===== src/rtl/alarm_sched.sv =====
// alarm_sched: HH:MM:SS timekeeper, set-mode FSM and alarm/snooze ringer; hourly chime built only with ALARM_SCHED_CHIME_EN
module alarm_sched #(
  parameter int SNOOZE_MIN = 5,
  parameter int RING_SEC   = 60,
  parameter int AL_HH_RST  = 7,
  parameter int AL_MM_RST  = 0
) (
  input  logic       clk,
  input  logic       rst,
  input  logic       sec_lvl,
  input  logic       btn_mode,
  input  logic       btn_inc,
  input  logic       btn_alarm,
  input  logic       btn_snooze,
  output logic [4:0] hh,
  output logic [5:0] mm,
  output logic [5:0] ss,
  output logic [4:0] al_hh,
  output logic [5:0] al_mm,
  output logic [2:0] mode,
  output logic       alarm_en,
  output logic       ring,
  output logic       chime
);
  typedef enum logic [2:0] {RUN, SET_TH, SET_TM, SET_AH, SET_AM} mode_e;
  mode_e mode_q, mode_d;
  logic sec_q, en_q, en_d, ring_q, ring_d, snz_v_q, snz_v_d;
  logic [4:0] hh_q, hh_d, al_hh_q, al_hh_d, snz_hh_q, snz_hh_d;
  logic [5:0] mm_q, mm_d, ss_q, ss_d, al_mm_q, al_mm_d, snz_mm_q, snz_mm_d;
  logic [7:0] cnt_q, cnt_d, cnt_inc;
  logic [6:0] snz_sum, snz_sub;
  logic tick, frozen, run_tick, al_hit, snz_hit, snz_c;
  logic [4:0] hh_inc, al_hh_inc, snz_hh_n;
  logic [5:0] mm_inc, ss_inc, al_mm_inc, snz_mm_n;
  assign tick      = sec_lvl & ~sec_q;
  assign frozen    = (mode_q == SET_TH) || (mode_q == SET_TM);
  assign run_tick  = tick & ~frozen;
  assign hh_inc    = (hh_q == 5'd23) ? 5'd0 : hh_q + 5'd1;
  assign mm_inc    = (mm_q == 6'd59) ? 6'd0 : mm_q + 6'd1;
  assign ss_inc    = (ss_q == 6'd59) ? 6'd0 : ss_q + 6'd1;
  assign al_hh_inc = (al_hh_q == 5'd23) ? 5'd0 : al_hh_q + 5'd1;
  assign al_mm_inc = (al_mm_q == 6'd59) ? 6'd0 : al_mm_q + 6'd1;
  assign cnt_inc   = cnt_q + 8'd1;
  // snooze target is computed from the time shown when the button is pressed
  assign snz_sum   = {1'b0, mm_q} + 7'(SNOOZE_MIN);
  assign snz_sub   = snz_sum - 7'd60;
  assign snz_c     = snz_sum >= 7'd60;
  assign snz_mm_n  = snz_c ? snz_sub[5:0] : snz_sum[5:0];
  assign snz_hh_n  = snz_c ? hh_inc : hh_q;
  assign al_hit    = (hh_d == al_hh_q) && (mm_d == al_mm_q);
  assign snz_hit   = snz_v_q && (hh_d == snz_hh_q) && (mm_d == snz_mm_q);
  always_comb begin
    hh_d = hh_q;
    mm_d = mm_q;
    ss_d = ss_q;
    al_hh_d = al_hh_q;
    al_mm_d = al_mm_q;
    en_d = en_q;
    ring_d = ring_q;
    snz_v_d = snz_v_q;
    snz_hh_d = snz_hh_q;
    snz_mm_d = snz_mm_q;
    if (run_tick) begin
      ss_d = ss_inc;
      mm_d = (ss_q == 6'd59) ? mm_inc : mm_q;
      hh_d = (ss_q == 6'd59 && mm_q == 6'd59) ? hh_inc : hh_q;
    end
    if (btn_inc && mode_q == SET_TH) hh_d = hh_inc;
    if (btn_inc && mode_q == SET_TM) begin
      mm_d = mm_inc;
      ss_d = 6'd0;
    end
    if (btn_inc && mode_q == SET_AH) al_hh_d = al_hh_inc;
    if (btn_inc && mode_q == SET_AM) al_mm_d = al_mm_inc;
    mode_d = btn_mode ? ((mode_q == SET_AM) ? RUN : mode_e'(mode_q + 3'd1)) : mode_q;
    // lowest priority first so later assignments override: timeout, match, snooze, alarm button
    if (tick && ring_q && cnt_inc >= 8'(RING_SEC)) ring_d = 1'b0;
    if (run_tick && en_q && ss_d == 6'd0 && (al_hit || snz_hit)) begin
      ring_d = 1'b1;
      snz_v_d = snz_hit ? 1'b0 : snz_v_q;
    end
    if (btn_snooze && ring_q) begin
      ring_d = 1'b0;
      snz_v_d = 1'b1;
      snz_hh_d = snz_hh_n;
      snz_mm_d = snz_mm_n;
    end
    if (btn_alarm) begin
      en_d = ring_q ? en_q : ~en_q;
      ring_d = (ring_q || en_q) ? 1'b0 : ring_d;
      snz_v_d = (ring_q || en_q) ? 1'b0 : snz_v_d;
    end
    cnt_d = (ring_d && !ring_q) ? 8'd0 : (tick && ring_q) ? cnt_inc : cnt_q;
  end
  always_ff @(posedge clk or posedge rst) begin
    if (rst) begin
      sec_q <= 1'b0;
      hh_q <= 5'd0;
      mm_q <= 6'd0;
      ss_q <= 6'd0;
      al_hh_q <= 5'(AL_HH_RST);
      al_mm_q <= 6'(AL_MM_RST);
      mode_q <= RUN;
      en_q <= 1'b0;
      ring_q <= 1'b0;
      cnt_q <= 8'd0;
      snz_v_q <= 1'b0;
      snz_hh_q <= 5'd0;
      snz_mm_q <= 6'd0;
    end else begin
      sec_q <= sec_lvl;
      hh_q <= hh_d;
      mm_q <= mm_d;
      ss_q <= ss_d;
      al_hh_q <= al_hh_d;
      al_mm_q <= al_mm_d;
      mode_q <= mode_d;
      en_q <= en_d;
      ring_q <= ring_d;
      cnt_q <= cnt_d;
      snz_v_q <= snz_v_d;
      snz_hh_q <= snz_hh_d;
      snz_mm_q <= snz_mm_d;
    end
  end
`ifdef ALARM_SCHED_CHIME_EN
  logic chime_q;
  always_ff @(posedge clk or posedge rst) begin
    if (rst) chime_q <= 1'b0;
    else chime_q <= run_tick && !ring_q && ss_d == 6'd0 && mm_d == 6'd0;
  end
  assign chime = chime_q;
`else
  assign chime = 1'b0;
`endif
  assign hh = hh_q;
  assign mm = mm_q;
  assign ss = ss_q;
  assign al_hh = al_hh_q;
  assign al_mm = al_mm_q;
  assign mode = mode_q;
  assign alarm_en = en_q;
  assign ring = ring_q;
endmodule

===== config.mk =====
export PLATFORM = sky130hd
export DESIGN_NAME = alarm_sched
export DESIGN_NICKNAME = d
export VERILOG_FILES = /design/src/rtl/alarm_sched.sv
export SDC_FILE = /design/constraint.sdc
export NUM_CORES = 1
export LEC_CHECK = 0
export ABC_AREA = 0
export BUFFER_PORTS_ARGS = -buffer_cell sky130_fd_sc_hd__buf_4
export CAP_MARGIN = 0
export CORE_UTILIZATION = 25
export CTS_BUF_LIST = sky130_fd_sc_hd__clkbuf_4 sky130_fd_sc_hd__clkbuf_8 sky130_fd_sc_hd__clkbuf_16
export DETAILED_ROUTE_END_ITERATION = 6
export PLACE_DENSITY = 0.42
export REMOVE_ABC_BUFFERS = 1
export SYNTH_ARGS = -nofsm -noshare
export SYNTH_HDL_FRONTEND = slang
export SYNTH_SLANG_ARGS = --single-unit

===== constraint.sdc =====
create_clock -name clk -period 3.3 [get_ports clk]
set_input_delay 0.66 -clock clk [delete_from_list [all_inputs] [get_ports clk]]
set_output_delay 0.66 -clock clk [all_outputs]
set_load 0.03 [all_outputs]

==> results.toml <==
[die]
floorplan.initialDensity_pct = 25.6
io_pins = 41
core.rowCount = 45
core-area_um2 = 15100
dieArea_um2 = 16000
dieWidth_um = 127
die-height_um = 127

[critical_path]
reg2reg_slack_ns = 0.20
critical_path_end_type = "flop"
r2r_start = "mm[1]"
rr_endpoint = "cnt_q[5]"
worst_setup_path_start_kind = "flop"
crit_path_max_fanout = 10
crit_arrival_ns = 3.28
cp.required_ns = 3.48
reg2reg_depth = 10
path_class = "reg2reg"

[routing]
antenna_left = 0
routedWlPerCell_um = 16.8
via_per_inst = 5.09
drt_pre_antenna_iters = 4
drt-initial-drc-count = 177
routed_wirelength_mm = 11.7
via_count = 3551
remaining_drc_errors = 0

[sta]
final.setup.worst_slack_ns = 0.199
finalSetupViolCount = 0
post-route-min-period_ns = 3.10
maxSlewHeadroom_pct = 51.6
worst-slew-pin-transition_ns = 0.725
fin_crit_sh_pct = 94.0
setup_tns_ns = 0
timing.fmax_ghz = 0.322
grt_setup_unrepaired = "false"
timing.final.hold_violations = 0
hold-worst-slack_ns = 0.392
clock-skew-final_ns = 0.00854
slew_viol_final = 0

[run_status]
outcome = "finished clean"

[layout]
final_cells = 698
fin_util_pct = 31.2
antenna_diode_instance_count = 0
layout-drive-gt1-share_pct = 20.4
multi_input_area_um2 = 2410
final_nets = 530
area_delta_synth_final_pct = 22.1
summed_area_of_non_filler_cells_in_the_final_layout_um2 = 4730
register_area_um2 = 1360
filler_cell_count = 1596

[clock_network]
ctsRootBufferMaster = "sky130_fd_sc_hd__clkbuf_16"
cts_made_buffers = 5
maximum_number_of_buffers_from_clock_root_to_sink = 2
worstSkewPairLatency_ns = 0.31
tritoncts = "built"
clock_sinks = 54
clkTransAtPathRegs_ns = 0.08
postCtsSetupRepairBufs = 0
htree_levels = 2

[logic_synthesis]
post_synth_main_area_contributors = "sky130_fd_sc_hd__dfrtp_1 (33%), sky130_fd_sc_hd__xnor2_1 (5.7%), sky130_fd_sc_hd__nand2_1 (5.2%)"
synth-edff-count = 0
synth_area_leader_cell = "sky130_fd_sc_hd__dfrtp_1"
synth.yosys.warnings = 0
post-synth-top-count-cell = "sky130_fd_sc_hd__nand2_1"
synthesis.area_um2 = 3870
synth_largest_type_area_fraction_pct = 32.9
synthFlopType = "sky130_fd_sc_hd__dfrtp_1"
post_synth_inst_count = 452
synth-seq-cells = 54
seq_area_frac_synth_pct = 35.0
yosysUniqueCellTypes = 70
synth_async_sr_flop_share_pct = 100
postSynthAreaPerCell_um2 = 8.57
synth_commonest_cells = "sky130_fd_sc_hd__nand2_1 (54), sky130_fd_sc_hd__dfrtp_1 (51), sky130_fd_sc_hd__o21ai_0 (36), sky130_fd_sc_hd__a21oi_1 (33)"

[power_and_ir_drop]
vdd_ir_drop_max_v = 0.000334
power.share.switching_pct = 46.5
post-layout-total-power_mw = 3.62
internal-power_mw = 1.93
power.static_leakage_nw = 2.00
total_switching_power_mw = 1.68
power-per-cell-area_nw_per_um2 = 765
clkPwrFrac_pct = 15.7
power_frac_seq_pct = 28.8
power_frac_comb_pct = 55.5

[run]
timing.max_cap.violations = 0

[placed_design]
place_ws_ns = 0.0688
placedCellCount = 689
io_buffer_count = 39
gp_congestion = 0.841
placedInstanceArea_um2 = 4550
dpl.hpwl_mm = 8.93

[grt]
global_route_wire_length_before_repair_mm = 18.8
number_of_antenna_violations_at_the_first_check_in_global_routing = 0
pin_count_of_the_biggest_net_entering_global_routing = 36
via_count_of_the_first_global_routing_pass = 3426
grt-ovfl-total = 0
grt_use_total_pct = 15.1

[worst_hold_path]
worst_hold_path_type = "in2async"
final cells by class:
type                            count  area share [%]
Clock inverter                      3           0.608
Tap cell                          188            4.97
Timing Repair Buffer               70            11.1
Clock buffer                        5            2.64
Sequential cell                    54            28.6
Inverter                           13            1.03
Multi-Input combinational cell    365            51.0
critical path, stage by stage (launching register included):
cell and delay, ns:
sky130_fd_sc_hd__dfrtp_1 0.39, sky130_fd_sc_hd__ha_1 0.40, sky130_fd_sc_hd__nand2b_1 0.21, sky130_fd_sc_hd__o21ai_0 0.37, sky130_fd_sc_hd__a2bb2oi_1 0.20, sky130_fd_sc_hd__mux2i_1 0.09, sky130_fd_sc_hd__a2111oi_0 0.58, sky130_fd_sc_hd__nand4_1 0.16
sky130_fd_sc_hd__buf_4 0.19, sky130_fd_sc_hd__o22ai_2 0.25, sky130_fd_sc_hd__a21oi_1 0.10
layout by cell type (no fill, tap or decap), types with 4 or more instances in the layout:
master,n
sky130_fd_sc_hd__dfrtp_1,51
sky130_fd_sc_hd__xor2_1,11
sky130_fd_sc_hd__nand3_1,25
sky130_fd_sc_hd__a31oi_1,4
sky130_fd_sc_hd__nor2b_1,4
sky130_fd_sc_hd__mux2i_1,8
sky130_fd_sc_hd__nand2b_1,14
sky130_fd_sc_hd__buf_4,70
sky130_fd_sc_hd__nor3_1,10
sky130_fd_sc_hd__nand2_1,54
sky130_fd_sc_hd__nand3b_1,4
sky130_fd_sc_hd__and3_1,7
sky130_fd_sc_hd__o21ai_0,36
sky130_fd_sc_hd__nor2_1,19
sky130_fd_sc_hd__nor3b_1,4
sky130_fd_sc_hd__o32ai_1,4
sky130_fd_sc_hd__a21o_1,4
sky130_fd_sc_hd__ha_1,14
sky130_fd_sc_hd__mux2_2,5
sky130_fd_sc_hd__inv_1,12
sky130_fd_sc_hd__nand4_1,7
sky130_fd_sc_hd__xnor2_1,25
sky130_fd_sc_hd__clkbuf_16,5
sky130_fd_sc_hd__or3_1,4
sky130_fd_sc_hd__a21oi_1,33
worst max-delay path by stage:
| stage | to | from | slack (ns) |
|---|---|---|---|
| floorplan | cnt_q[0] | mode[0] | 0.05 |
| global placement | cnt_q[0] | mode[0] | 0.09 |
| detailed placement | cnt_q[0] | mode[0] | 0.07 |
| CTS | cnt_q[0] | mode[0] | 0.05 |
| global route | cnt_q[5] | mm[1] | 0.02 |
| finish | cnt_q[5] | mm[1] | 0.20 |
logic make-up after synthesis:
kind of cell    share of synthesized area, %
simple gates                            23.6
compound gates                          21.6
flops                                   35.0
xor+xnor                                8.14
buf+inv                                 3.55
fa+ha+maj                               4.52
mux                                     3.52
other cells                           0.0968
registers in the layout, summed over array words and instances, names as in the netlist, 3 cells and up:
name      count
hh            5
mm            6
snz_mm_q      6
cnt_q         8
mode          3
al_hh         5
al_mm         6
ss            6
snz_hh_q      5
power by group through the flow:
stage | clock network, mW | registers [mW] | logic, mW
floorplan | 0 | 1.31 | 0.980
global placement | 0 | 1.06 | 1.99
detailed placement | 0 | 1.06 | 1.99
CTS | 0.593 | 1.05 | 2.00
global route | 0.618 | 1.08 | 2.20
finish | 0.567 | 1.04 | 2.01
repair_timing:
item | in CTS | in global routing
setup endpoints to repair | 0 | 9
hold buffers | 0 | 0
resized for setup | 0 | 4
metal layers:
metal	part of all wire (%)	vias to the layer above	global-route usage, %
li1	-	1763	-
met1	49	1709	21.3
met2	46	68	23.8
met3	3.3	11	2.45
met4	1.4	0	4.46
met5	0	-	0
(Power assumes the default switching activity.)
